===== config.mk =====
export PLATFORM = sky130hd
export DESIGN_NAME = fetch_unit
export DESIGN_NICKNAME = d
export VERILOG_FILES = /design/src/rtl/fetch_pkg.sv /design/src/rtl/addr_mode_classify.sv /design/src/rtl/fetch_unit.sv
export SDC_FILE = /design/constraint.sdc
export NUM_CORES = 1
export LEC_CHECK = 0
export CELL_PAD_IN_SITES_DETAIL_PLACEMENT = 1
export CELL_PAD_IN_SITES_GLOBAL_PLACEMENT = 2
export CORE_ASPECT_RATIO = 1.2
export CORE_MARGIN = 3
export CORE_UTILIZATION = 35
export CTS_BUF_LIST = sky130_fd_sc_hd__clkbuf_8
export DETAILED_ROUTE_END_ITERATION = 8
export HOLD_SLACK_MARGIN = 0.12
export PLACE_DENSITY = 0.91
export SLEW_MARGIN = 20
export SYNTH_ARGS = -nofsm -noshare
export SYNTH_HDL_FRONTEND = slang
export SYNTH_SLANG_ARGS = --single-unit
export TNS_END_PERCENT = 5

===== constraint.sdc =====
create_clock -name clk -period 11.67 [get_ports clk]
set_input_delay 1.167 -clock clk [delete_from_list [all_inputs] [get_ports clk]]
set_output_delay 1.167 -clock clk [all_outputs]
set_load 0.01 [all_outputs]

===== src/rtl/fetch_pkg.sv =====
// Shared types for the fetch stage and the decoder.
//   addr_mode_e   : 6502 addressing modes resolved by the fetch stage
//   fetch_state_e : fetch sequencer states
//   instr_len_t   : instruction length in bytes (1..3)
package fetch_pkg;

  typedef enum logic [3:0] {
    IMPL,
    IMM,
    ZPG,
    ZPG_X,
    ZPG_Y,
    ABS,
    ABS_X,
    ABS_Y,
    X_IND,
    IND_Y,
    REL
  } addr_mode_e;

  typedef enum logic [2:0] {
    FETCH,
    OPC,
    LO,
    HI,
    PTR_LO,
    PTR_HI,
    READY
  } fetch_state_e;

  typedef logic [1:0] instr_len_t;

  localparam instr_len_t LEN_1 = 2'd1;
  localparam instr_len_t LEN_2 = 2'd2;
  localparam instr_len_t LEN_3 = 2'd3;

endpackage


===== src/rtl/addr_mode_classify.sv =====
// Combinational 6502 opcode classifier, shared with the decoder.
//   opcode     in  : opcode byte aaabbbcc
//   mode       out : addressing mode
//   length     out : instruction length in bytes
//   index_is_y out : the indexed/indirect-indexed add uses Y rather than X
module addr_mode_classify
  import fetch_pkg::*;
(
  input  logic [7:0]  opcode,
  output addr_mode_e  mode,
  output instr_len_t  length,
  output logic        index_is_y
);

  always_comb begin
    mode = IMPL;
    if (opcode[1:0] == 2'b01) begin
      case (opcode[4:2])
        3'b000:  mode = X_IND;
        3'b001:  mode = ZPG;
        3'b010:  mode = IMM;
        3'b011:  mode = ABS;
        3'b100:  mode = IND_Y;
        3'b101:  mode = ZPG_X;
        3'b110:  mode = ABS_Y;
        default: mode = ABS_X;
      endcase
    end else if (opcode[1:0] == 2'b11) begin
      // Undocumented opcodes: single-byte, the decoder flags them illegal.
      mode = IMPL;
    end else begin
      case (opcode[4:2])
        3'b000:  mode = opcode[7] ? IMM : IMPL;
        3'b001:  mode = ZPG;
        3'b010:  mode = IMPL;
        3'b011:  mode = ABS;  // JMP (ind) 0x6C is fetched as plain abs
        3'b100:  mode = (opcode[1:0] == 2'b00) ? REL : IMPL;
        3'b101:  mode = ZPG_X;
        3'b110:  mode = IMPL;
        default: mode = ABS_X;
      endcase
    end

    // Irregular encodings: JSR, STX/LDX zp,Y and LDX abs,Y.
    if (opcode == 8'h20) mode = ABS;
    if (opcode == 8'h96 || opcode == 8'hB6) mode = ZPG_Y;
    if (opcode == 8'hBE) mode = ABS_Y;
  end

  always_comb begin
    case (mode)
      IMPL:               length = LEN_1;
      ABS, ABS_X, ABS_Y:  length = LEN_3;
      default:            length = LEN_2;
    endcase
  end

  assign index_is_y = (mode == ZPG_Y) || (mode == ABS_Y) || (mode == IND_Y);

endmodule


===== src/rtl/fetch_unit.sv =====
// 6502 instruction fetch and operand-address stage.
// Reads opcode and operand bytes, resolves the effective address and hands
// opcode + address to the decoder on an instruction_ready/instruction_done
// handshake. Owns the PC.
//   clk, reset               : clock, synchronous active-high reset
//   mem_addr/mem_re/mem_rdata: memory read port, data returns one cycle later
//   x_in, y_in               : index register values
//   instruction_out/addr_out : opcode and effective address to the decoder
//   instruction_ready/_done  : decoder handshake
//   pc_load/pc_load_value    : redirect, taken with instruction_done
//   pc_out                   : PC of the held instruction
module fetch_unit
  import fetch_pkg::*;
#(
  parameter int unsigned REG_WIDTH  = 8,
  parameter int unsigned ADDR_WIDTH = 16,
  parameter logic [ADDR_WIDTH-1:0] RESET_PC = '0
) (
  input  logic                  clk,
  input  logic                  reset,
  output logic [ADDR_WIDTH-1:0] mem_addr,
  output logic                  mem_re,
  input  logic [REG_WIDTH-1:0]  mem_rdata,
  input  logic [REG_WIDTH-1:0]  x_in,
  input  logic [REG_WIDTH-1:0]  y_in,
  output logic [REG_WIDTH-1:0]  instruction_out,
  output logic [ADDR_WIDTH-1:0] addr_out,
  output logic                  instruction_ready,
  input  logic                  instruction_done,
  input  logic                  pc_load,
  input  logic [ADDR_WIDTH-1:0] pc_load_value,
  output logic [ADDR_WIDTH-1:0] pc_out
);

  localparam int unsigned PadW = ADDR_WIDTH - REG_WIDTH;

  fetch_state_e          state_q, state_d;
  logic [ADDR_WIDTH-1:0] pc_q, pc_d;
  logic [ADDR_WIDTH-1:0] addr_q, addr_d;
  logic [REG_WIDTH-1:0]  opcode_q, opcode_d;
  logic [REG_WIDTH-1:0]  lo_q, lo_d;
  logic [REG_WIDTH-1:0]  ptr_q, ptr_d;
  logic [REG_WIDTH-1:0]  ptr_lo_q, ptr_lo_d;

  logic [ADDR_WIDTH-1:0] mem_addr_c;
  logic                  mem_re_c;

  logic [REG_WIDTH-1:0]  op_cur;
  logic [REG_WIDTH-1:0]  idx;
  logic [REG_WIDTH-1:0]  zp_sum;
  logic [ADDR_WIDTH-1:0] idx_ext;
  logic [ADDR_WIDTH-1:0] short_ea;
  logic [ADDR_WIDTH-1:0] abs_base;
  logic [ADDR_WIDTH-1:0] ptr_base;

  addr_mode_e mode;
  instr_len_t length;
  logic       index_is_y;

  // In OPC the opcode is still on mem_rdata; classify it there so the
  // operand read can be issued without a bubble.
  assign op_cur = (state_q == OPC) ? mem_rdata : opcode_q;

  addr_mode_classify u_classify (
    .opcode     (op_cur),
    .mode       (mode),
    .length     (length),
    .index_is_y (index_is_y)
  );

  assign idx      = index_is_y ? y_in : x_in;
  assign idx_ext  = {{PadW{1'b0}}, idx};
  assign zp_sum   = mem_rdata + idx;  // wraps inside page zero
  assign abs_base = {mem_rdata, lo_q};
  assign ptr_base = {mem_rdata, ptr_lo_q};

  // Two-byte effective addresses, formed from the operand byte in LO.
  always_comb begin
    case (mode)
      IMM:          short_ea = pc_q + ADDR_WIDTH'(1);
      ZPG:          short_ea = {{PadW{1'b0}}, mem_rdata};
      ZPG_X, ZPG_Y: short_ea = {{PadW{1'b0}}, zp_sum};
      REL:          short_ea = pc_q + ADDR_WIDTH'(2) +
                               {{PadW{mem_rdata[REG_WIDTH-1]}}, mem_rdata};
      default:      short_ea = '0;
    endcase
  end

  always_comb begin
    state_d    = state_q;
    pc_d       = pc_q;
    addr_d     = addr_q;
    opcode_d   = opcode_q;
    lo_d       = lo_q;
    ptr_d      = ptr_q;
    ptr_lo_d   = ptr_lo_q;
    mem_addr_c = '0;
    mem_re_c   = 1'b0;

    case (state_q)
      FETCH: begin
        mem_addr_c = pc_q;
        mem_re_c   = 1'b1;
        state_d    = OPC;
      end
      OPC: begin
        opcode_d = mem_rdata;
        if (mode == IMPL) begin
          addr_d  = '0;
          state_d = READY;
        end else begin
          mem_addr_c = pc_q + ADDR_WIDTH'(1);
          mem_re_c   = 1'b1;
          state_d    = LO;
        end
      end
      LO: begin
        lo_d = mem_rdata;
        if (length == LEN_3) begin
          mem_addr_c = pc_q + ADDR_WIDTH'(2);
          mem_re_c   = 1'b1;
          state_d    = HI;
        end else if (mode == X_IND || mode == IND_Y) begin
          // (zp,X) indexes the pointer; (zp),Y indexes the loaded address.
          ptr_d      = (mode == X_IND) ? zp_sum : mem_rdata;
          mem_addr_c = {{PadW{1'b0}}, ptr_d};
          mem_re_c   = 1'b1;
          state_d    = PTR_LO;
        end else begin
          addr_d  = short_ea;
          state_d = READY;
        end
      end
      HI: begin
        addr_d  = (mode == ABS) ? abs_base : abs_base + idx_ext;
        state_d = READY;
      end
      PTR_LO: begin
        ptr_lo_d   = mem_rdata;
        mem_addr_c = {{PadW{1'b0}}, ptr_q + REG_WIDTH'(1)};
        mem_re_c   = 1'b1;
        state_d    = PTR_HI;
      end
      PTR_HI: begin
        addr_d  = (mode == IND_Y) ? ptr_base + idx_ext : ptr_base;
        state_d = READY;
      end
      READY: begin
        if (instruction_done) begin
          pc_d    = pc_load ? pc_load_value : pc_q + ADDR_WIDTH'(length);
          state_d = FETCH;
        end
      end
      default: state_d = FETCH;
    endcase
  end

  always_ff @(posedge clk) begin
    if (reset) begin
      state_q  <= FETCH;
      pc_q     <= RESET_PC;
      addr_q   <= '0;
      opcode_q <= '0;
      lo_q     <= '0;
      ptr_q    <= '0;
      ptr_lo_q <= '0;
    end else begin
      state_q  <= state_d;
      pc_q     <= pc_d;
      addr_q   <= addr_d;
      opcode_q <= opcode_d;
      lo_q     <= lo_d;
      ptr_q    <= ptr_d;
      ptr_lo_q <= ptr_lo_d;
    end
  end

  // While reset is held the state register already reads FETCH; keep the
  // memory port quiet until reset is released.
  assign mem_re            = mem_re_c & ~reset;
  assign mem_addr          = reset ? '0 : mem_addr_c;
  assign instruction_out   = opcode_q;
  assign addr_out          = addr_q;
  assign instruction_ready = (state_q == READY);
  assign pc_out            = pc_q;

endmodule


==> results.py <==
metrics = {
    "power_and_ir_drop": {
        "p_seq_share_pct": 25.5,
        "p_sw_mw": 0.6057,
        "p_per_area_nw_per_um2": 148.3,
        "p_clk_share_pct": 17.5,
        "power_leakage_nw": 3.146,
        "netSwitchingFraction_pct": 48.30,
        "power_frac_comb_pct": 57.0,
        "p_int_mw": 0.6482,
        "vdd_drop_max_v": 0.00005728,
    },
    "sta": {
        "skew_ns": 0.008976,
        "relSlewSlack_pct": 22.05,
        "slew_violations": 0,
        "max_freq_mhz": 121.6,
        "worst_slew_pin_slew_ns": 1.165,
        "post-route-period-util_pct": 70.48,
        "setup_viol": 0,
        "setup-tns-final_ns": 0,
        "period_minus_slack_ns": 8.225,
        "rsz0062_at_grt": "false",
        "hold_violations": 0,
    },
    "synthesis": {
        "synth_edf_count": 0,
        "synth.distinct_cells": 86,
        "synth-adder-area-share_pct": 9.102,
        "synth_simple_gate_area_share_pct": 24.00,
        "synth-xor-area-share_pct": 8.332,
        "syn_area_um2": 7148,
        "synth.area.mux_share_pct": 4.534,
        "seq_area_frac_synth_pct": 18.76,
        "synth_compound_area_share_pct": 29.48,
        "ys.warnings.count": 0,
        "ys_ff_latch": 67,
        "syn_area_per_cell_um2": 7.346,
        "async_reset_ff_share_pct": 0,
        "syn-num-nets": 1066,
        "synth_top_family_by_area": "compound AO/OA/AOI/OAI gates",
        "synth_flop_cell": "dfxtp_1",
        "syn-instance-count": 973,
    },
    "placement": {
        "detailed_place_hpwl_um": 20470,
        "io_buffers": 101,
        "dp_cells": 1275,
        "gp_congestion": 0.9081,
    },
    "global_routing": {
        "grt_max_degree": 70,
        "grt_pass1_vias": 7651,
        "grt_usage_pct": 24.60,
        "overflow": 0,
        "grt_pass1_wl_um": 42730,
        "grt_antenna_before_repair": 0,
    },
    "detailed_routing": {
        "drt-initial-drc-count": 587,
        "first_pass_iters": 5,
        "drc": 0,
        "avgViaCountPerCell": 5.989,
        "final_antenna_net_count": 0,
        "vias": 7732,
        "wl_per_cell_um": 21.26,
        "wirelength_um": 27440,
    },
    "critical_path": {
        "crit_type": "in -> out",
        "required_ns": 10.50,
        "crit_path_end_kind": "output pin",
        "critPathArrivalTime_ns": 7.06,
        "reg2reg_depth": 18,
        "crit_fanout": 24,
        "startpoint_type": "primary input",
    },
    "floorplan": {
        "design.core.area_um2": 19830,
        "dieArea_um2": 22180,
        "row_count": 56,
        "pin_count": 102,
        "initial_core_util_pct": 36.05,
        "die_h_um": 162.6,
        "die-width_um": 136.5,
    },
    "layout": {
        "mostFrequentLayoutCells": "nand2_1 (135), clkdlybuf4s50_1 (100), nor2_1 (97), a21oi_1 (69), dfxtp_1 (67)",
        "layout.cells.non_filler": 1291,
        "layout-drive-gt1-share_pct": 6.893,
        "nFillCells": 2460,
        "fin_nets": 1118,
        "final_common_cell": "nand2_1",
        "num_antenna_cells": 0,
        "area_growth_pct": 18.26,
    },
    "clock_network": {
        "cts_buffers": 9,
        "cts_tree": "yes",
        "cts_root_buf": "clkbuf_8",
        "postCtsSetupRepairBufs": 0,
        "clock_latency_ns": 0.38,
        "cts_hold_repair.buffers": 0,
        "ctsResizeCount": 0,
        "cts_max_path_buffers": 2,
        "clk_pin_slew_ns": 0.08,
        "cts_sinks": 67,
        "h-tree-depth": 3,
    },
    "job": {
        "maxCapViolCount": 0,
    },
    "outcome": {
        "status": "finished clean",
    },
    "worst_hold_path": {
        "min_path_cells": 2,
        "hp-class": "reg -> reg",
    },
}
-- critical path: stages --
cell	delay [ns]
clkdlybuf4s50_1	0.86
nor4b_1	0.46
a31oi_1	0.07
o211a_1	0.29
o221ai_1	0.33
a22oi_1	0.18
or2_2	0.41
mux2_2	0.35
ha_1	0.36
and3_1	0.18
a2111o_1	0.44
a21o_1	0.19
a21oi_1	0.17
xor2_1	0.13
or4_1	0.42
nand3_1	0.11
nand2_1	0.08
a31oi_1	0.26
clkdlybuf4s50_1	0.58
-- routing by layer --
metal / share of wire [%] / GRT usage (%)
met5: 0 / 0
met4: 2.4 / 7.470
met3: 5.2 / 2.936
met1: 44 / 31.83
met2: 49 / 42.53
-- final timing paths --
path,from,endpoint,slack (ns)
max,mem_rdata[0],mem_addr[7],3.45
min,addr_out[2]$_SDFFE_PP0P_,addr_out[2]$_SDFFE_PP0P_,0.47
max reg2reg,state_q[0]$_SDFFE_PP0P_,addr_out[10]$_SDFFE_PP0P_,5.95
min reg2reg,addr_out[2]$_SDFFE_PP0P_,addr_out[2]$_SDFFE_PP0P_,0.47
-- final cells by class --
class                      count  area (µm²)  area share (%)
multi-input combinational    812        5393           63.80
sequential                    67        1341           15.87
timing repair buffer         115        1111           13.14
tap                          261       326.6           3.863
clock buffer                  12       165.2           1.954
inverter                      20       75.07          0.8881
clock inverter                 4       41.29          0.4885
-- Yosys cell counts, types with 8 or more instances --
master / instances / area share, %
nand2_1: 135 / 7.1
nor2_1: 97 / 5.1
a21oi_1: 69 / 4.8
dfxtp_1: 67 / 19
clkbuf_1: 52 / 2.7
o21ai_0: 47 / 3.3
ha_1: 44 / 7.7
xor2_1: 40 / 4.9
nand3_1: 30 / 2.1
xnor2_1: 28 / 3.4
inv_1: 20 / 1.1
mux2i_1: 20 / 2.8
a211oi_1: 19 / 2.0
a22oi_1: 19 / 2.0
nor3_1: 18 / 1.3
o22ai_1: 17 / 1.5
a31oi_1: 16 / 1.4
and3_1: 13 / 1.1
a21o_1: 12 / 1.3
buf_2: 12 / 0.84
mux2_2: 11 / 1.7
a222oi_1: 8 / 1.1
and2_1: 8 / 0.70
nand2b_1: 8 / 0.70
nor2b_1: 8 / 0.70
-- cell families (layout without fill, tap and decap cells) --
logic type | Yosys count | count (layout)
DFF | 67 | 67
xor gates and xnor gates | 68 | 68
muxes | 31 | 31
buffers and inverters | 94 | 151
adders and majority gates | 49 | 49
AOI/OAI and AO/OA | 299 | 299
and+or+nand+nor | 365 | 365
-- flip-flops by register name, indices dropped and copies added (netlist names) --
register,count
ptr_lo_q,8
instruction_out,8
lo_q,8
state_q,3
addr_out,16
pc_out,16
ptr_q,8
-- through the flow --
stage | total power, mW | instance area (µm²) | hold WS (ns) | util [%] | worst slack [ns]
floorplan | 0.7999 | 7148 | 0.4488 | - | 5.236
global placement | 1.017 | 8247 | 0.4606 | 41.59 | 3.515
detailed placement | 1.028 | 8247 | 0.4725 | 41.59 | 3.490
CTS | 1.250 | 8453 | 0.4837 | 42.63 | 3.437
global route | 1.333 | 8453 | 0.5054 | 42.63 | 3.038
finish | 1.254 | 8453 | 0.4736 | 42.63 | 3.445
-- power groups by stage --
stage,sequential [mW],clock [mW],combinational [mW]
2_1_floorplan,0.298,0,0.502
3_3_place_gp,0.323,0,0.693
3_5_place_dp,0.325,0,0.703
4_1_cts,0.320,0.222,0.708
5_1_grt,0.327,0.231,0.776
6_report,0.320,0.219,0.715
Power figures use the tool's default switching activity.
==> RTL edit (same flow settings) <==
Remove the case item `REL` of the case on `mode`.
--- a/src/rtl/fetch_unit.sv
+++ b/src/rtl/fetch_unit.sv
@@ -81,6 +81,4 @@
       ZPG:          short_ea = {{PadW{1'b0}}, mem_rdata};
       ZPG_X, ZPG_Y: short_ea = {{PadW{1'b0}}, zp_sum};
-      REL:          short_ea = pc_q + ADDR_WIDTH'(2) +
-                               {{PadW{mem_rdata[REG_WIDTH-1]}}, mem_rdata};
       default:      short_ea = '0;
     endcase
Check against the original RTL: not equivalent (a bounded check fails within 4 cycles, from zero or initial values and one cycle with reset high).
==> RTL edit against the unedited design <==
Die area shrank 10%; critical path depth is the same; total power shrank 17%; sequential cell count is the same; synthesized area shrank 11%; routed wire length shrank 6.0%; global-route usage grew 1.3 points; worst setup slack lost 0.36 ns; combinational power shrank 31%; final area shrank 9.3%; register-to-register slack lost 0.44 ns; highest routed layer unchanged; worst hold slack gained 0.0091 ns.
==> RTL edit: results (changes against the unedited design) <==
- The run finished with clean final reports.
- The largest incremental delay on the critical path is 0.84 ns (-0.02 ns).
- The category of cells accounting for the largest share of critical-path delay is compound AO/OA/AOI/OAI gates.
- The met1 usage is 0.320 (+0.00146).
- The net load switching power is 0.000473 W (-22%).
- The routed length per instance was 22.2 µm (+4.5%).
- The worst hold path class is reg2reg.
- The register area share after synthesis is 0.210 (+0.0221).
- The instance count after placement with tap cells included was 1,146 (-10%).
- The first-iteration detailed-routing DRC count came to 431 (-27%).
- The portion of total power attributed to combinational logic is 0.477 (-0.093).
- The final instance count without filler cells came to 1,162 (-10%).
- The reported sequential group power was 0.000305 W (-5%).
- The post-detailed-placement half-perimeter wirelength is 19.0 mm (-7.2%).
- The required time of the critical path is 10.50 ns (about the same).
- The measured slew at the worst slew-check pin is 1.15 ns (-0.0154 ns).
- The combinational power was 0.000496 W (-31%).
- The cell sitting at the root of the clock tree is a clkbuf_8.
- The global-route wire length before repair came to 40.4 mm (-5.5%).
- The slowest stage of the critical path is the clkdlybuf4s50_1 cell.
- The via density per instance was 6.14 (+2.6%).
- The gate count of the mapped netlist was 890 (-8.5%).
- The number of synthesis warnings was 0 (unchanged).
- The number of distinct library cell variants in the gate-level netlist after synthesis is 73 (-15%).
- The highest metal layer used by the detailed router is met4.
- By area the synthesized netlist is led by dfxtp_1 (21%), a21oi_1 (7.8%), nand2_1 (7.3%).
- The maximum fanout along the worst path is 20 (-17%).
- The routability congestion estimate from global placement is 0.913 (+0.52%).
- By count the netlist is led by nand2_1 (125), a21oi_1 (100), nor2_1 (73), dfxtp_1 (67), clkbuf_1 (61).
- The clock reaches the later pin of the worst-skew pair after 0.39 ns.
- The count of filler cells inserted in the layout is 2,199 (-11%).
- The pre-CTS worst setup slack is 3.24 ns (-0.249 ns).
- The static power due to leakage is 2.69 nW (-15%).
- The count of nets after finishing is 1,017 (-9.0%).
- The peak supply drop is 53.2 µV (-7.1%).
- The met2 wire length is 12.5 mm (-6.1%).
- The final setup TNS came to 0 ns (unchanged).
- The maximum number of pins on one net before global-route repair is 70 (unchanged).
- The met2 capacity usage during global routing is 0.437 (+0.0117).
- The share of layout cells above drive strength 1 came to 0.0648 (-0.00418).
- The overall routing resource usage is 0.259 (+0.0126).
- The met3 track demand over resource in global routing is 0.0393 (+0.00991).
- The final clock skew is 0.0138 ns (+0.00479 ns).
- The detailed route wirelength on metal3 is 1.34 mm (-6.2%).
- The met1 wire length is 10.9 mm (-9.8%).
- The number of global-route vias before repair was 7,118 (-7.0%).
- The net count of the mapped netlist is 970 (-9.0%).
- The detailed-router iteration count before antenna repair came to 5 (unchanged).
-- RTL edit: changes by cell type after synthesis, moves of 7 or more --
cell,change
nor3_1,+14
xnor2_1,-10
a21oi_1,+31
o22ai_1,-7
ha_1,-12
a221o_1,-7
nand2_1,-10
clkbuf_1,+9
inv_1,-11
xor2_1,-15
nor2_1,-24
-- RTL edit: per-stage QoR --
stage,utilization,instance area [µm²]
floorplan,-,6390
finish,0.433,7670
CTS,0.433,7660
global placement,0.420,7440
global route,0.433,7670
detailed placement,0.420,7440
-- RTL edit: final timing paths --
kind,to,slack (ns),depth (start not counted),start
worst max-delay path,mem_addr[6],3.09,19,mem_rdata[3]
worst min-delay path,lo_q[4],0.48,2,lo_q[4]
worst max register to register,addr_out[10],5.51,17,state_q[0]
worst min register to register,lo_q[4],0.48,2,lo_q[4]
-- RTL edit: final cells by class --
| type | instances | share of cell area |
|---|---|---|
| Sequential cell | 67 | 0.175 |
| Multi-Input combinational cell | 741 | 0.616 |
| Tap cell | 220 | 0.0359 |
| Clock buffer | 9 | 0.0162 |
| Timing Repair Buffer | 109 | 0.139 |
| Clock inverter | 7 | 0.0132 |
| Inverter | 9 | 0.00441 |
-- RTL edit: kinds of logic (layout without fill, tap and decap cells) --
| logic type | count (synthesis) | count (layout) | synth area share |
|---|---|---|---|
| buf+inv | 82 | 134 | 0.0528 |
| flops | 67 | 67 | 0.210 |
| mux | 30 | 30 | 0.0495 |
| fa+ha+maj | 36 | 36 | 0.0751 |
| simple gates | 347 | 347 | 0.264 |
| xor+xnor | 43 | 43 | 0.0589 |
| compound gates | 285 | 285 | 0.290 |
-- RTL edit: tightest hold or removal path: stages, from the launching register on --
cell,delay [ns]
dfxtp_1,0.33
nand2_1,0.06
a21oi_1,0.05
